## config.mk

```make
export PLATFORM = sky130hd
export DESIGN_NAME = weight_load_ctrl
export DESIGN_NICKNAME = d
export VERILOG_FILES = /design/src/rtl/weight_load_ctrl_pkg.sv /design/src/rtl/weight_load_ctrl.sv
export SDC_FILE = /design/constraint.sdc
export NUM_CORES = 1
export LEC_CHECK = 0
export ABC_AREA = 1
export CELL_PAD_IN_SITES_DETAIL_PLACEMENT = 1
export CELL_PAD_IN_SITES_GLOBAL_PLACEMENT = 1
export CORE_MARGIN = 10
export CORE_UTILIZATION = 28
export CTS_CLUSTER_DIAMETER = 200
export DETAILED_ROUTE_END_ITERATION = 8
export PLACE_DENSITY_LB_ADDON = 0.1
export SLEW_MARGIN = 20
export SYNTH_ARGS = -nofsm -noshare
export SYNTH_HDL_FRONTEND = slang
export SYNTH_SLANG_ARGS = --single-unit
export TNS_END_PERCENT = 1
```

## constraint.sdc

```tcl
create_clock -name clk -period 0.99 [get_ports clk]
set_input_delay 0.099 -clock clk [delete_from_list [all_inputs] [get_ports clk]]
set_output_delay 0.099 -clock clk [all_outputs]
set_load 0.005 [all_outputs]
```

## src/rtl/weight_load_ctrl_pkg.sv

```systemverilog
// Kernel-set geometry and controller state encodings shared by the weight RAM and the compute controller.
package weight_load_ctrl_pkg;

  localparam int WL_NUM_W = 3 * 3 * 3 * 2;
  localparam int WL_DW    = 8;
  localparam int WL_CNT_W = $clog2(WL_NUM_W + 1);

  localparam logic [1:0] ST_IDLE = 2'd0;
  localparam logic [1:0] ST_LOAD = 2'd1;
  localparam logic [1:0] ST_FULL = 2'd2;

endpackage

```

## src/rtl/weight_load_ctrl.sv

```systemverilog
// Streams one kernel set into the shift-in weight RAM and flags it valid for compute.
// Latency: accepted byte appears on ram_wen/ram_din one cycle later; load_done/w_valid align with the final write.
// Backpressure: s_ready is high only in LOAD; reloads wait in FULL while comp_busy is high.
module weight_load_ctrl
  import weight_load_ctrl_pkg::*;
#(
  parameter int NUM_W = WL_NUM_W,
  parameter int DW    = WL_DW,
  parameter int CNT_W = WL_CNT_W
) (
  input  logic             clk,
  input  logic             rst_n,
  input  logic             load_req,
  input  logic             abort,
  input  logic             s_valid,
  input  logic [DW-1:0]    s_data,
  output logic             s_ready,
  output logic             ram_wen,
  output logic [DW-1:0]    ram_din,
  input  logic             comp_busy,
  output logic             w_valid,
  output logic             load_done,
  output logic             loading,
  output logic [CNT_W-1:0] fill_cnt,
  output logic             load_pend
);

  localparam logic [CNT_W-1:0] LP_LAST = CNT_W'(NUM_W - 1);
  localparam logic [CNT_W-1:0] LP_FULL = CNT_W'(NUM_W);

  logic [1:0]       r_state;
  logic [1:0]       w_state_nxt;
  logic             r_ram_wen;
  logic [DW-1:0]    r_ram_din;
  logic             r_w_valid;
  logic             r_load_done;
  logic [CNT_W-1:0] r_fill_cnt;
  logic             r_load_pend;
  logic             w_in_load;
  logic             w_accept;
  logic             w_start;
  logic             w_complete;
  logic             w_abort;

  assign w_in_load = (r_state == ST_LOAD);
  assign w_accept  = s_valid & w_in_load;
  assign w_abort   = w_in_load & abort;
  // Abort beats a simultaneous final byte: the set is never declared complete.
  assign w_complete = w_accept & ~abort & (r_fill_cnt == LP_LAST);

  always_comb begin
    w_state_nxt = r_state;
    w_start     = 1'b0;
    case (r_state)
      ST_IDLE: begin
        if (load_req) begin
          w_state_nxt = ST_LOAD;
          w_start     = 1'b1;
        end
      end
      ST_LOAD: begin
        if (abort) begin
          w_state_nxt = ST_IDLE;
        end else if (w_complete) begin
          w_state_nxt = ST_FULL;
        end
      end
      ST_FULL: begin
        if (!comp_busy && (load_req || r_load_pend)) begin
          w_state_nxt = ST_LOAD;
          w_start     = 1'b1;
        end
      end
      default: w_state_nxt = ST_IDLE;
    endcase
  end

  always_ff @(posedge clk or negedge rst_n) begin
    if (!rst_n) begin
      r_state     <= ST_IDLE;
      r_ram_wen   <= 1'b0;
      r_ram_din   <= '0;
      r_w_valid   <= 1'b0;
      r_load_done <= 1'b0;
      r_fill_cnt  <= '0;
      r_load_pend <= 1'b0;
    end else begin
      r_state     <= w_state_nxt;
      r_ram_wen   <= w_accept;
      r_load_done <= w_complete;
      if (w_accept) begin
        r_ram_din <= s_data;
      end

      if (w_start) begin
        r_w_valid <= 1'b0;
      end else if (w_complete) begin
        r_w_valid <= 1'b1;
      end

      if (w_start || w_abort) begin
        r_fill_cnt <= '0;
      end else if (w_accept && (r_fill_cnt < LP_FULL)) begin
        r_fill_cnt <= r_fill_cnt + 1'b1;
      end

      // A reload requested while compute holds the weights is parked until it lets go.
      if (w_start) begin
        r_load_pend <= 1'b0;
      end else if ((r_state == ST_FULL) && load_req && comp_busy) begin
        r_load_pend <= 1'b1;
      end
    end
  end

  assign s_ready   = w_in_load;
  assign loading   = w_in_load;
  assign ram_wen   = r_ram_wen;
  assign ram_din   = r_ram_din;
  assign w_valid   = r_w_valid;
  assign load_done = r_load_done;
  assign fill_cnt  = r_fill_cnt;
  assign load_pend = r_load_pend;

endmodule

```

==> flow_metrics.tcl, run 1 <==
set metrics [dict create \
    yosysWarnings 0 \
    status "finished, violations left" \
    antenna_found_initial 0 \
    ant_nets 0 \
    synth_area_um2 977.2 \
    setup-violations-final 25 \
    power.total_mw 2.431 \
    cp-start-kind "register" \
    cts_made_buffers 3 \
    antennaDiodeCount 0 \
    firstDrtPassIters 3 \
    h-tree-depth 1 \
    p_sw_frac 0.2866 \
    period_needed_ns 1.257 \
    critPathTopFamily "simple AND/OR/NAND/NOR gates" \
    synth.net_count 134 \
    worstHoldPathType "in2async" \
    setup_slack_ns -0.2672 \
    multi_input_area_um2 473.0 \
    slew_headroom 0.8642 \
    worstSetupPathDepth 9 \
    die_area_um2 6253 \
    coreArea_um2 3363 \
    drv_slew 0 \
    path_buf_inv 3 \
    clock_latency_ns 0.31 \
    vias 1033 \
    die_x_um 79.08 \
    pwr-share-comb 0.311 \
    io_buffer_count 33 \
    setup.worst_path.class "reg2reg" \
    drt-initial-drc-count 26 \
    rows 21 \
    rsz0062_at_grt "yes" \
    cp_data_arrival_time_ns 1.47 \
    synth.yosys.seq_area_share 0.5122 \
    area_delta_synth_final_pct 75.80 \
    layout-drive-gt1-share 0.4550 \
    viasPerCell 4.396 \
    syn_avg_cell_area_um2 8.281 \
    clkPwrFrac 0.283 \
    pwr_density_cell_nw_per_um2 1415 \
    postCtsHoldBufs 0 \
    wire_per_inst_um 13.74 \
    wl_mm 3.229 \
    syn_inst 118 \
    ios 34 \
    p_int_mw 1.734 \
    endpoint_kind "register" \
    setup_tns_ns -4.837 \
    timing_hold_violations_final 0 \
    clock_path_buffers 2 \
    grt_usage 0.1045 \
    grt-ovfl-total 0 \
    p_leak_nw 0.9629 \
    fmax_mhz 795.4 \
    irDropWorstVdd_mv 0.7807 \
    root_buffer "clkbuf_4" \
    grt_pass1_vias 1159 \
    utilization 0.5108 \
    worstPathMaxFanout 7 \
    nets 206 \
    start_util 0.2906 \
    max-cap-violations 0 \
    path_cells "inv_2 -> nand2_4 -> buf_12 -> nor2_8 -> nand2_4 -> clkinv_4 -> nand2_2 -> nand2_2 -> nor2_1" \
    violations "negative setup slack" \
    fillers 445 \
    register_area_um2 500.5 \
    period_share 1.270 \
    clkSinkCount 20 \
    slowest_delay_ns 0.41 \
    grt_pass1_wl_mm 5.375 \
    hpwl_mm 2.329 \
    place_congestion 0.8611 \
    cp.required_ns 1.20 \
    tightestPinTransition_ns 0.2025 \
    rr_worst_depth 9 \
    grt_max_degree 21 \
    tritoncts "built" \
    cp_slowest_cell "dfrtp_1" \
    clk_pin_slew_ns 0.12 \
    ys_seq_elements 20 \
    power_frac_seq 0.406 \
    die-height_um 79.08 \
    yosysUniqueCellTypes 18 \
    switchingPower_mw 0.6967 \
    skew_ns 0.001763 \
    drc_errors 0 \
]
-- worst paths after layout --
kind	slack [ns]	start	to
min in group clk	0.31	s_data[4]	ram_din[4]
max in group asynchronous	0.74	rst_n	ram_din[2]
max	-0.27	r_state[1]	fill_cnt[0]
min	0.12	rst_n	r_state[1]
min reg2reg	0.50	ram_din[6]	ram_din[6]
max reg2reg	-0.27	r_state[1]	fill_cnt[0]
-- power groups by stage --
stage / logic [mW] / clock network (mW) / registers [mW]
after floorplan: 0.234 / 0 / 1.02
after global placement: 0.685 / 0 / 1.01
after detailed placement: 0.698 / 0 / 1.02
after CTS: 0.741 / 0.717 / 0.987
after global routing: 0.854 / 0.756 / 1.00
final: 0.756 / 0.688 / 0.987
-- metrics by stage --
| step | hold WS [ns] | setup slack, ns | cell area, um^2 | instances |
|---|---|---|---|---|
| floorplan | -0.1966 | -0.09916 | 977.2 | 118 |
| global placement | 0.4631 | -0.3194 | 1510 | 214 |
| detailed placement | 0.4656 | -0.3240 | 1510 | 214 |
| CTS | 0.1031 | -0.2598 | 1650 | 230 |
| global route | 0.09340 | -0.3406 | 1718 | 235 |
| finish | 0.1155 | -0.2672 | 1718 | 235 |
-- layout make-up --
class,count,share of cell area
repair buffers,69,0.3343
flip-flops and latches,20,0.2913
multi-input cells,82,0.2753
inverters,14,0.03496
well taps,46,0.03350
clock inverters,1,0.01748
clock buffers,3,0.01311
-- cells in the final DEF, fill, tap and decap left out, types with 3 or more instances in the layout --
cell	n
clkbuf_4	3
nand2_1	39
dfrtp_1	20
buf_6	11
buf_4	26
nor2_1	11
inv_1	9
nand2_4	3
clkbuf_2	5
nor2_2	3
nand2_2	6
inv_2	3
buf_2	12
clkdlybuf4s50_1	13
nand3_1	6
-- state kept, by name, summed over array words and instances, names as in the netlist --
register   flops
r_state        2
w_valid        1
ram_wen        1
ram_din        8
load_done      1
fill_cnt       6
load_pend      1
-- logic make-up (layout without fill, tap and decap cells) --
kind of cell             Yosys count  in the layout  share of synthesized area
buffers and inverters             16             87                    0.07809
AND/OR/NAND/NOR                   75             75                     0.3547
adder cells (fa/ha/maj)            2              2                    0.02560
AO/OA/AOI/OAI                      5              5                    0.02945
flip-flops                        20             20                     0.5122
-- synth_stat cells --
cell type	number	area [um^2]
ha_1	2	25.02
nand2_2	1	6.260
nand4_1	2	12.51
o31ai_1	1	7.510
dfrtp_1	20	500.5
nand3_1	7	35.03
buf_8	1	15.01
buf_4	1	7.510
a21oi_1	3	15.01
clkinv_2	1	5.000
inv_1	12	45.04
inv_2	1	3.750
a31oi_1	1	6.260
nor2_8	1	20.02
nand4_2	2	25.02
nor2_1	15	56.30
nand2_1	45	168.9
nand2_4	2	22.52
-- timing repair --
action	CTS	global route
gates resized for setup	87	21
setup endpoints to repair	40	35
setup buffers	12	5
pin swaps	3	10
-- layer usage --
| layer | wire length (um) | vias up | part of all wire | track usage |
|---|---|---|---|---|
| met3 | 131 | 6 | 0.041 | 0.02928 |
| li1 | - | 507 | - | - |
| met4 | 58 | 0 | 0.018 | 0.03047 |
| met5 | 0 | - | 0 | 0 |
| met1 | 1450 | 496 | 0.45 | 0.1181 |
| met2 | 1588 | 24 | 0.49 | 0.1860 |
Note: power is estimated with default switching activity, not from simulation.
==> run 2: changes to the inputs <==
- CTS_CLUSTER_DIAMETER: 200 -> 80
- REMOVE_ABC_BUFFERS: unset -> 1
==> run 2 against run 1 <==
  * The flow still finishes with violations (negative setup slack)
  * Design area down 7.9%
  * Largest power group unchanged
  * Global-route usage grew 0.51 points
  * Clock-buffer cell count rose by 1
  * Critical endpoint is now fill_cnt[3]
==> flow_metrics.tcl, run 2 (synthesis results as in run 1) <==
set metrics [dict create \
    ant_nets 0 \
    cp.required_ns 1.24 \
    tightestPinTransition_ns 0.2509 \
    timing_hold_violations_final 0 \
    pwr_density_cell_nw_per_um2 1369 \
    final_cell_mix "43 x nand2_1, 25 x buf_4, 19 x dfrtp_1, 14 x nor2_1, 13 x clkdlybuf4s50_1" \
    setup_slack_ns -0.2691 \
    clkSinkCount 20 \
    root_buffer "clkbuf_4" \
    place_congestion 0.7767 \
    viasPerCell 4.445 \
    layout-drive-gt1-share 0.4033 \
    wire_per_inst_um 13.94 \
    grt_pass1_vias 1194 \
    die_x_um 79.08 \
    drv_slew 0 \
    drc_errors 0 \
    h-tree-depth 1 \
    tritoncts "built" \
    coreArea_um2 3363 \
    rr_worst_depth 8 \
    skew_ns 0.002654 \
    io_buffer_count 33 \
    placed_area_um2 1498 \
    fin_area_um2 1582 \
    cp_data_arrival_time_ns 1.51 \
    place_ws_ns -0.3207 \
    final_common_cell "nand2_1" \
    area_delta_synth_final_pct 61.84 \
    clock_latency_ns 0.32 \
    rsz0062_at_grt "yes" \
    clock_path_buffers 2 \
    violations "negative setup slack" \
    antennaDiodeCount 0 \
    pwr-share-comb 0.313 \
    vias 1009 \
    p_int_mw 1.486 \
    irDropWorstVdd_mv 0.6100 \
    grt-ovfl-total 0 \
    p_leak_nw 0.8966 \
    hpwl_mm 2.370 \
    fillers 429 \
    period_share 1.272 \
    setup.worst_path.class "reg2reg" \
    status "finished, violations left" \
    p_sw_frac 0.3137 \
    die-height_um 79.08 \
    grt_pass1_wl_mm 5.520 \
    switchingPower_mw 0.6791 \
    slew_headroom 0.8321 \
    worstPathMaxFanout 4 \
    setup-violations-final 24 \
    fmax_mhz 794.2 \
    start_util 0.2906 \
    antenna_found_initial 0 \
    rows 21 \
    period_needed_ns 1.259 \
    die_area_um2 6253 \
    cp-start-kind "register" \
    cts_made_buffers 3 \
    wl_mm 3.165 \
    firstDrtPassIters 4 \
    clk_pin_slew_ns 0.12 \
    grt_usage 0.1095 \
    max-cap-violations 0 \
    nets 198 \
    grt_max_degree 21 \
    drt-initial-drc-count 20 \
    ios 34 \
    worstHoldPathType "in2async" \
    largest_reg_flops 8 \
    clkPwrFrac 0.231 \
    power_frac_seq 0.455 \
    endpoint_kind "register" \
]
## run 2: changes by cell type in the layout (fill, tap and decap cells not counted), moves of 2 or more
| cell | delta |
|---|---|
| nand2_2 | -4 |
| nor2_1 | +3 |
| nor2_2 | -3 |
| clkbuf_2 | +2 |
| nand2_1 | +4 |
| buf_6 | -7 |
## run 2: layout make-up
cell class	instances	area, um^2	share of cell area
Tap cell	46	57.56	0.03639
Clock buffer	4	36.28	0.02294
Inverter	14	57.56	0.03639
Timing Repair Buffer	61	473.0	0.2991
Sequential cell	20	501.7	0.3172
Multi-Input combinational cell	82	455.4	0.2880
## run 2: worst paths after layout
kind	from	to	slack (ns)
hold reg to reg	ram_din[6]	ram_din[6]	0.49
setup / recovery	fill_cnt[1]	fill_cnt[3]	-0.27
min in group clk	s_data[1]	ram_din[1]	0.31
max in group asynchronous	rst_n	fill_cnt[3]	0.74
setup reg to reg	fill_cnt[1]	fill_cnt[3]	-0.27
hold / removal	rst_n	fill_cnt[2]	0.11
## run 2: critical path, stage by stage (launching register included)
cell,delay (ns)
dfrtp_1,0.39
buf_6,0.13
nand2_1,0.08
nor2_1,0.14
buf_4,0.14
nand3_1,0.08
nand2_1,0.07
nand2_1,0.05
nor2_1,0.10
## run 2: power by group through the flow
stage                     registers [mW]  clock network, mW  logic (mW)
after floorplan                     1.02                  0       0.212
after global placement              1.01                  0       0.670
after detailed placement            1.02                  0       0.691
after CTS                          0.988              0.523       0.706
after global routing                1.00              0.546       0.769
final                              0.986              0.501       0.678
## run 2: through the flow
step	total power, mW	util	cells	setup TNS (ns)	hold slack, ns
after global routing	2.318	0.4702	227	-6.740	0.09953
final	2.165	0.4702	227	-4.504	0.1063
after floorplan	1.232	-	116	-0.6064	-0.1966
after CTS	2.216	0.4732	225	-5.131	0.1014
after detailed placement	1.711	0.4453	214	-6.069	0.4647
after global placement	1.679	0.4453	214	-5.634	0.4604
## run 2: per-layer routing
layer | up-vias | part of all wire | GRT usage
met4 | 0 | 0.024 | 0.05376
li1 | 490 | - | -
met5 | - | 0 | 0
met1 | 485 | 0.42 | 0.1167
met2 | 27 | 0.51 | 0.1949
met3 | 7 | 0.049 | 0.02928
## run 2: what timing repair did
| action | 4_1_cts | 5_1_grt |
|---|---|---|
| hold endpoints to repair | 0 | 0 |
| buffers inserted | 7 | 2 |
| setup endpoints to repair | 40 | 35 |
| hold buffers | 0 | 0 |
| pin swaps | 6 | 4 |
| gates resized for setup | 83 | 11 |
